$ cat config.mk
export PLATFORM = sky130hd
export DESIGN_NAME = cic_decim
export DESIGN_NICKNAME = d
export VERILOG_FILES = /design/src/rtl/cic_pkg.sv /design/src/rtl/cic_comb_stage.sv /design/src/rtl/cic_decim.sv
export SDC_FILE = /design/constraint.sdc
export NUM_CORES = 1
export LEC_CHECK = 0
export CORE_ASPECT_RATIO = 1.1
export CORE_MARGIN = 2
export CORE_UTILIZATION = 30
export CTS_BUF_LIST = sky130_fd_sc_hd__clkbuf_4
export DETAILED_ROUTE_END_ITERATION = 6
export HOLD_SLACK_MARGIN = 0.02
export MAX_ROUTING_LAYER = met4
export SLEW_MARGIN = 20
export SYNTH_ARGS = -nofsm -noshare
export SYNTH_HDL_FRONTEND = slang
export SYNTH_HIERARCHICAL = 1
export SYNTH_SLANG_ARGS = --single-unit
$ cat constraint.sdc
create_clock -name clk -period 3.5 [get_ports clk]
set_input_delay 0.35 -clock clk [delete_from_list [all_inputs] [get_ports clk]]
set_output_delay 0.35 -clock clk [all_outputs]
set_load 0.03 [all_outputs]
$ cat src/rtl/cic_pkg.sv
// cic_pkg: shared constants and helpers for the CIC decimator.
//   CIC_R, CIC_N : default decimation ratio and stage count
//   cic_acc_w()  : accumulator width needed for a lossless (wrapping) CIC
//   cic_shift()  : right shift that normalises the DC gain R^N back to 1
//   acc_t        : accumulator type at the default configuration
package cic_pkg;

  localparam int CIC_R = 8;
  localparam int CIC_N = 3;

  // Bit growth of an N-stage, M=1 CIC is N*log2(R); R is a power of two.
  function automatic int cic_acc_w(input int in_w, input int r, input int n);
    return in_w + n * $clog2(r);
  endfunction

  function automatic int cic_shift(input int r, input int n);
    return n * $clog2(r);
  endfunction

  localparam int CIC_ACC_W = cic_acc_w(16, CIC_R, CIC_N);
  localparam int CIC_SHIFT = cic_shift(CIC_R, CIC_N);

  typedef logic signed [CIC_ACC_W-1:0] acc_t;

endpackage

$ cat src/rtl/cic_comb_stage.sv
// cic_comb_stage: one registered differentiator (y = x - x_delayed, M=1)
// with a valid bit. The delay and output only advance when in_valid is set.
//   clk, reset : clock, asynchronous active-high reset
//   x, in_valid : input word and its qualifier
//   y, out_valid : registered difference, valid for one cycle per input
module cic_comb_stage #(
  parameter int W = 25
) (
  input  logic         clk,
  input  logic         reset,
  input  logic [W-1:0] x,
  input  logic         in_valid,
  output logic [W-1:0] y,
  output logic         out_valid
);

  logic [W-1:0] delay_r;
  logic [W-1:0] y_r;
  logic         valid_r;

  // Differentiator state; wrapping subtraction is intentional.
  always_ff @(posedge clk or posedge reset) begin
    if (reset) begin
      delay_r <= '0;
      y_r     <= '0;
      valid_r <= 1'b0;
    end else begin
      valid_r <= in_valid;
      if (in_valid) begin
        y_r     <= x - delay_r;
        delay_r <= x;
      end
    end
  end

  assign y         = y_r;
  assign out_valid = valid_r;

endmodule

$ cat src/rtl/cic_decim.sv
// cic_decim: N-stage CIC decimator (integrators, downsample by R, combs),
// output normalised by an arithmetic right shift of N*log2(R).
//   clk       : system clock
//   reset     : asynchronous active-high reset
//   x_in      : signed input sample, accepted when in_valid=1
//   in_valid  : input strobe
//   y_out     : signed decimated sample, held between out_valid pulses
//   out_valid : one-cycle pulse when y_out is new
// Optional build macro CIC_ROUND_EN: round half up before the shift,
// saturate to OUT_W, and keep a sticky internal flag sat_seen.
module cic_decim
  import cic_pkg::*;
#(
  parameter int IN_W  = 16,
  parameter int OUT_W = 16,
  parameter int R     = CIC_R,
  parameter int N     = CIC_N,
  parameter int ACC_W = cic_acc_w(IN_W, R, N)
) (
  input  logic             clk,
  input  logic             reset,
  input  logic [IN_W-1:0]  x_in,
  input  logic             in_valid,
  output logic [OUT_W-1:0] y_out,
  output logic             out_valid
);

  localparam int SHIFT = cic_shift(R, N);
  localparam int CNT_W = $clog2(R);

  logic [ACC_W-1:0] x_ext_s;
  logic [ACC_W-1:0] integ_r [N];
  logic [CNT_W-1:0] cnt_r;
  logic             strobe_r;
  logic [ACC_W-1:0] comb_in_r;
  logic             comb_in_v_r;
  logic [ACC_W-1:0] comb_x_s [N+1];
  logic             comb_v_s [N+1];
  logic [OUT_W-1:0] y_next_s;

  assign x_ext_s = {{(ACC_W-IN_W){x_in[IN_W-1]}}, x_in};

  // Integrator k adds the registered output of stage k-1, so the cascade
  // carries N-1 cycles of internal skew; the combs see that as pure delay.
  for (genvar k = 0; k < N; k++) begin : g_integ
    if (k == 0) begin : g_first
      // First integrator accumulates the sign-extended input.
      always_ff @(posedge clk or posedge reset) begin
        if (reset) begin
          integ_r[k] <= '0;
        end else if (in_valid) begin
          integ_r[k] <= integ_r[k] + x_ext_s;
        end
      end
    end else begin : g_rest
      // Later integrators accumulate the previous stage's register.
      always_ff @(posedge clk or posedge reset) begin
        if (reset) begin
          integ_r[k] <= '0;
        end else if (in_valid) begin
          integ_r[k] <= integ_r[k] + integ_r[k-1];
        end
      end
    end
  end

  // Sample counter; accepting the R-th sample of a group raises the strobe
  // for exactly the following cycle.
  always_ff @(posedge clk or posedge reset) begin
    if (reset) begin
      cnt_r    <= '0;
      strobe_r <= 1'b0;
    end else begin
      strobe_r <= in_valid & (cnt_r == CNT_W'(R - 1));
      if (in_valid) begin
        cnt_r <= cnt_r + CNT_W'(1);
      end
    end
  end

  // Downsampler: capture the last integrator when the strobe is high.
  always_ff @(posedge clk or posedge reset) begin
    if (reset) begin
      comb_in_r   <= '0;
      comb_in_v_r <= 1'b0;
    end else begin
      comb_in_v_r <= strobe_r;
      if (strobe_r) begin
        comb_in_r <= integ_r[N-1];
      end
    end
  end

  assign comb_x_s[0] = comb_in_r;
  assign comb_v_s[0] = comb_in_v_r;

  for (genvar k = 0; k < N; k++) begin : g_comb
    cic_comb_stage #(.W(ACC_W)) u_comb (
      .clk       (clk),
      .reset     (reset),
      .x         (comb_x_s[k]),
      .in_valid  (comb_v_s[k]),
      .y         (comb_x_s[k+1]),
      .out_valid (comb_v_s[k+1])
    );
  end

`ifdef CIC_ROUND_EN
  localparam logic [ACC_W:0] HALF = {{ACC_W{1'b0}}, 1'b1} << (SHIFT - 1);

  logic signed [ACC_W:0] rounded_s;
  logic                  pos_ovf_s;
  logic                  neg_ovf_s;
  logic                  sat_seen;

  // Round half up, shift, and clamp to the OUT_W range. One guard bit
  // keeps the rounding add from wrapping.
  always_comb begin
    rounded_s = ($signed({comb_x_s[N][ACC_W-1], comb_x_s[N]}) + $signed(HALF)) >>> SHIFT;
    pos_ovf_s = ~rounded_s[ACC_W] & (|rounded_s[ACC_W-1:OUT_W-1]);
    neg_ovf_s = rounded_s[ACC_W] & ~(&rounded_s[ACC_W-1:OUT_W-1]);
    y_next_s  = rounded_s[OUT_W-1:0];
    if (pos_ovf_s) begin
      y_next_s = {1'b0, {(OUT_W-1){1'b1}}};
    end else if (neg_ovf_s) begin
      y_next_s = {1'b1, {(OUT_W-1){1'b0}}};
    end else begin
      y_next_s = rounded_s[OUT_W-1:0];
    end
  end

  // Sticky saturation flag, cleared only by reset.
  always_ff @(posedge clk or posedge reset) begin
    if (reset) begin
      sat_seen <= 1'b0;
    end else if (comb_v_s[N] & (pos_ovf_s | neg_ovf_s)) begin
      sat_seen <= 1'b1;
    end
  end
`else
  // Floor scaling: arithmetic shift then truncate to OUT_W.
  always_comb begin
    y_next_s = OUT_W'($signed(comb_x_s[N]) >>> SHIFT);
  end
`endif

  // Output register: y_out holds between pulses.
  always_ff @(posedge clk or posedge reset) begin
    if (reset) begin
      y_out     <= '0;
      out_valid <= 1'b0;
    end else begin
      out_valid <= comb_v_s[N];
      if (comb_v_s[N]) begin
        y_out <= y_next_s;
      end
    end
  end

endmodule

======== Yosys cells after proc, flatten, opt, wreduce, memory -nomap -nowiden ========
Index checks and enable logic that the tools add are counted.
cells by class
  reductions and logical operators ........ 0
  add/subtract/negate cells ............... 7
  equal/unequal tests ..................... 1
  shift operators ......................... 0
  bitwise operators ....................... 1
  magnitude comparators ................... 0
  $mul .................................... 0
  divide/modulo/power cells ............... 0
  multiplexer cells ....................... 0
operators with widths
  operator                                                       number
  25-bit adder                                                   3
  25-bit subtractor                                              3
  3-bit by 1-bit adder with 3-bit output, second input constant  1
  3-bit == test, second input constant                           1
  1-bit bitwise AND                                              1
storage, ports and cells
  bits in registers ....................... 275
  memories kept ........................... 0
  latch bits .............................. 0
  bits in read-only memories .............. 0
  output and inout bits ................... 17
  RAM bits ................................ 0
  logic and storage cells ................. 27

======== Depth between registers and ports, before layout ========
Gate-level depths: netlist (run 1).
  depth after elaboration ................. 2
  mapped depth ............................ 10
  depth with buffers taken out ............ 10

======== Modules after synthesis ========
Netlist (run 1), hierarchy kept.
by module, submodules not included
  module                                 instances  area an instance (um^2)  seq. area each (um^2)  cells an instance
  cic_decim                              1          8428.1                   3052.9                 865
  cic_comb_stage (g_comb[1].u_comb ...)  2          3241.9                   1276.2                 347
  cic_comb_stage (g_comb[0].u_comb)      1          3219.3                   1276.2                 342

======== Worst setup path before layout (run 1) ========
OpenSTA, ideal clock, no wires.
  path type ............................... register to register
  start point ............................. register integ_r[50] in the netlist's numbering
  end point ............................... register integ_r[66] in the netlist's numbering
  buffers on the path ..................... 1
  arrival time ............................ 2.558 ns
  required time ........................... 3.375 ns
  slack ................................... 0.817 ns
  period minus slack after synthesis ...... 2.683 ns
  stages on the path, launching flop included .. 11
  setup time .............................. 0.125 ns
  cells stage by stage .................... dfrtp_1 > ha_1 > fa_1 > a21o_1 > a221oi_2 > nand4b_1 > and2_1 > buf_6 > a211o_1 > xor2_1 > mux2_4
on the way
  cells in the longest elaborated chain, start to end .. 1
ends and longest elaborated chain
  element                           RTL line         text
  start: declaration                cic_decim.sv:32  logic [ACC_W-1:0] integ_r [N];
  start signal: indexed assignment  cic_decim.sv:52  integ_r[k] <= integ_r[k] + x_ext_s;
  25-bit adder                      cic_decim.sv:52
Every way passes these cells.
A chain may end at the register's enable or synchronous reset.

======== Worst setup path in the final report (run 1) ========
  start point ............................. register integ_r[25] in the netlist's numbering
  end point ............................... register integ_r[20] in the netlist's numbering
on the way
  cells in the longest elaborated chain, start to end .. 1
ends and longest elaborated chain
  element                           RTL line         text
  start signal: indexed assignment  cic_decim.sv:61  integ_r[k] <= integ_r[k] + integ_r[k-1];
  25-bit adder                      cic_decim.sv:61
Every way passes these cells.

==> results of run 1 <==
[per-layer routing]
layer  up-vias  global-route usage
met5         -                   -
met4         0              0.0623
met3       122              0.0281
met2       254               0.236
met1      6409               0.151
li1       6895                   -
[state kept, by name (all words and copies together), names as in the netlist]
signal	flops
g_comb.u_comb/delay_r	75
integ_r	75
g_comb.u_comb/y	66
comb_in_r	25
y_out	16
cnt_r	3
g_comb.u_comb/out_valid	3
comb_in_v_r	1
out_valid	1
strobe_r	1
[layout make-up]
class                      count  area share
antenna                        4    0.000508
tap                          760      0.0483
timing repair buffer          47      0.0230
clock buffer                 105      0.0400
multi-input combinational   1422       0.524
sequential                   266       0.338
clock inverter                15     0.00585
inverter                     103      0.0199
[per-stage QoR]
step / instances / setup WS, ns / cell area (µm²) / utilization / hold WS [ns]
4_1_cts: 2718 / 0.545 / 19700 / 0.337 / 0.127
3_3_place_gp: 2597 / 0.208 / 18800 / 0.321 / 0.461
2_1_floorplan: 1865 / 0.817 / 17700 / - / 0.349
3_5_place_dp: 2597 / 0.233 / 18800 / 0.321 / 0.472
5_1_grt: 2721 / 0.360 / 19700 / 0.337 / 0.190
6_report: 2722 / 0.514 / 19700 / 0.337 / 0.189
[path summary, 6_finish.rpt]
kind	endpoint	slack [ns]	startpoint
max in group asynchronous	integ_r[54]$_DFFE_PP0P_	2.38	reset
min	g_comb[2].u_comb/delay_r[22]$_DFFE_PP0P_	0.19	reset
max reg2reg	integ_r[20]$_DFFE_PP0P_	0.51	integ_r[25]$_DFFE_PP0P_
min reg2reg	cnt_r[0]$_DFFE_PP0P_	0.48	cnt_r[0]$_DFFE_PP0P_
min in group clk	integ_r[50]$_DFFE_PP0P_	0.34	x_in[0]
max	integ_r[20]$_DFFE_PP0P_	0.51	integ_r[25]$_DFFE_PP0P_
[worst max-delay path, cell delays in order, from the launching register on]
cell and delay (ns):
dfrtp_1 0.41, ha_1 0.22, fa_1 0.42, a211oi_1 0.41, o21ai_1 0.22, a31oi_1 0.40, o31a_1 0.26, o21bai_1 0.10
xor2_1 0.14, mux2_2 0.27
==> results.json, run 1 <==
{
  "cts_sinks": 266,
  "core_area_mm2": 0.0584,
  "finalNetCount": 2085,
  "vias": 13700,
  "run_status": "finished, final reports clean",
  "rsz0062_at_grt": "false",
  "maxSlewHeadroom": 0.318,
  "fin_setup_tns_ns": 0,
  "startpoint_type": "register",
  "std_cell_rows": 93,
  "tightest_slew_ns": 1.02,
  "wl_per_cell_um": 14.6,
  "wl_met2_mm": 19.6,
  "dr.pass1.iters": 7,
  "layout_min_cycle_time_ns": 2.99,
  "antenna_found_initial": 2,
  "hold_path.class": "in -> async",
  "first_global_vias": 14000,
  "syn_inst": 1865,
  "htreeDepth": 3,
  "final_cell_mix": "dfrtp_1 (263), nand2_1 (196), a21oi_1 (151), ha_1 (146), mux2_2 (131)",
  "crit_type": "reg -> reg",
  "yosys_warnings": 6,
  "place_congestion": 0.862,
  "clk_latency_ns": 0.77,
  "clock_path_buffers": 3,
  "hold_buffers": 1,
  "grt_pass1_wl_mm": 67.6,
  "maxSlewViolCount": 0,
  "grt.overflow.total": 0,
  "max_freq_mhz": 335,
  "max_cap_viol_count": 0,
  "multi_input_area_mm2": 0.0103,
  "cp_max_fo": 3,
  "end_kind": "register",
  "port_buffers": 35,
  "routed_via_density": 5.03,
  "cts_buffers": 74,
  "clockRootBuffer": "clkbuf_4",
  "setup_viol": 0,
  "wl_met3_mm": 1.23,
  "seqCellArea_mm2": 0.00666,
  "syn-num-nets": 2036,
  "grt_use_total": 0.136,
  "ctsResizeCount": 0,
  "pin_count": 36,
  "layout_commonest_cell": "dfrtp_1",
  "hold_viol": 0,
  "cp_data_arrival_time_ns": 3.61,
  "cp.required_ns": 4.12,
  "wl_met1_mm": 17.4,
  "drtIter0Drc": 494,
  "ant_nets": 0,
  "dp_hpwl_mm": 29.7,
  "die_h_um": 259,
  "top_layer": "met4",
  "avgSynthCellArea_um2": 9.48,
  "fin_crit_sh": 0.853,
  "n_fill_cell": 6021,
  "path_clk_slew_ns": 0.06,
  "synth_area_mm2": 0.0177,
  "clock_skew_ns": 0.0471,
  "routed_wl_mm": 39.8,
  "cts_tree": "done",
  "area_delta_synth_final_pct": 11.3,
  "dieArea_mm2": 0.0609,
  "post-cts-setup-buffers": 0,
  "ff2ff_path_depth": 9,
  "grt_max_degree": 73,
  "die_width_um": 236,
  "initial_utilization": 0.303,
  "drcViolationCount": 0,
  "drive_gt1_frac": 0.159
}
Power of run 1 is not shown: default switching activity piles up to over one toggle a cycle in this logic, so the estimate is an artifact.
==> run 2, diff against run 1 <==
- HOLD_SLACK_MARGIN: 0.02 -> 0.06
==> results of run 2 <==
Same layout as run 1: the final DEF is identical, and so are final timing and power.
Power of run 2 is left out for the same reason.
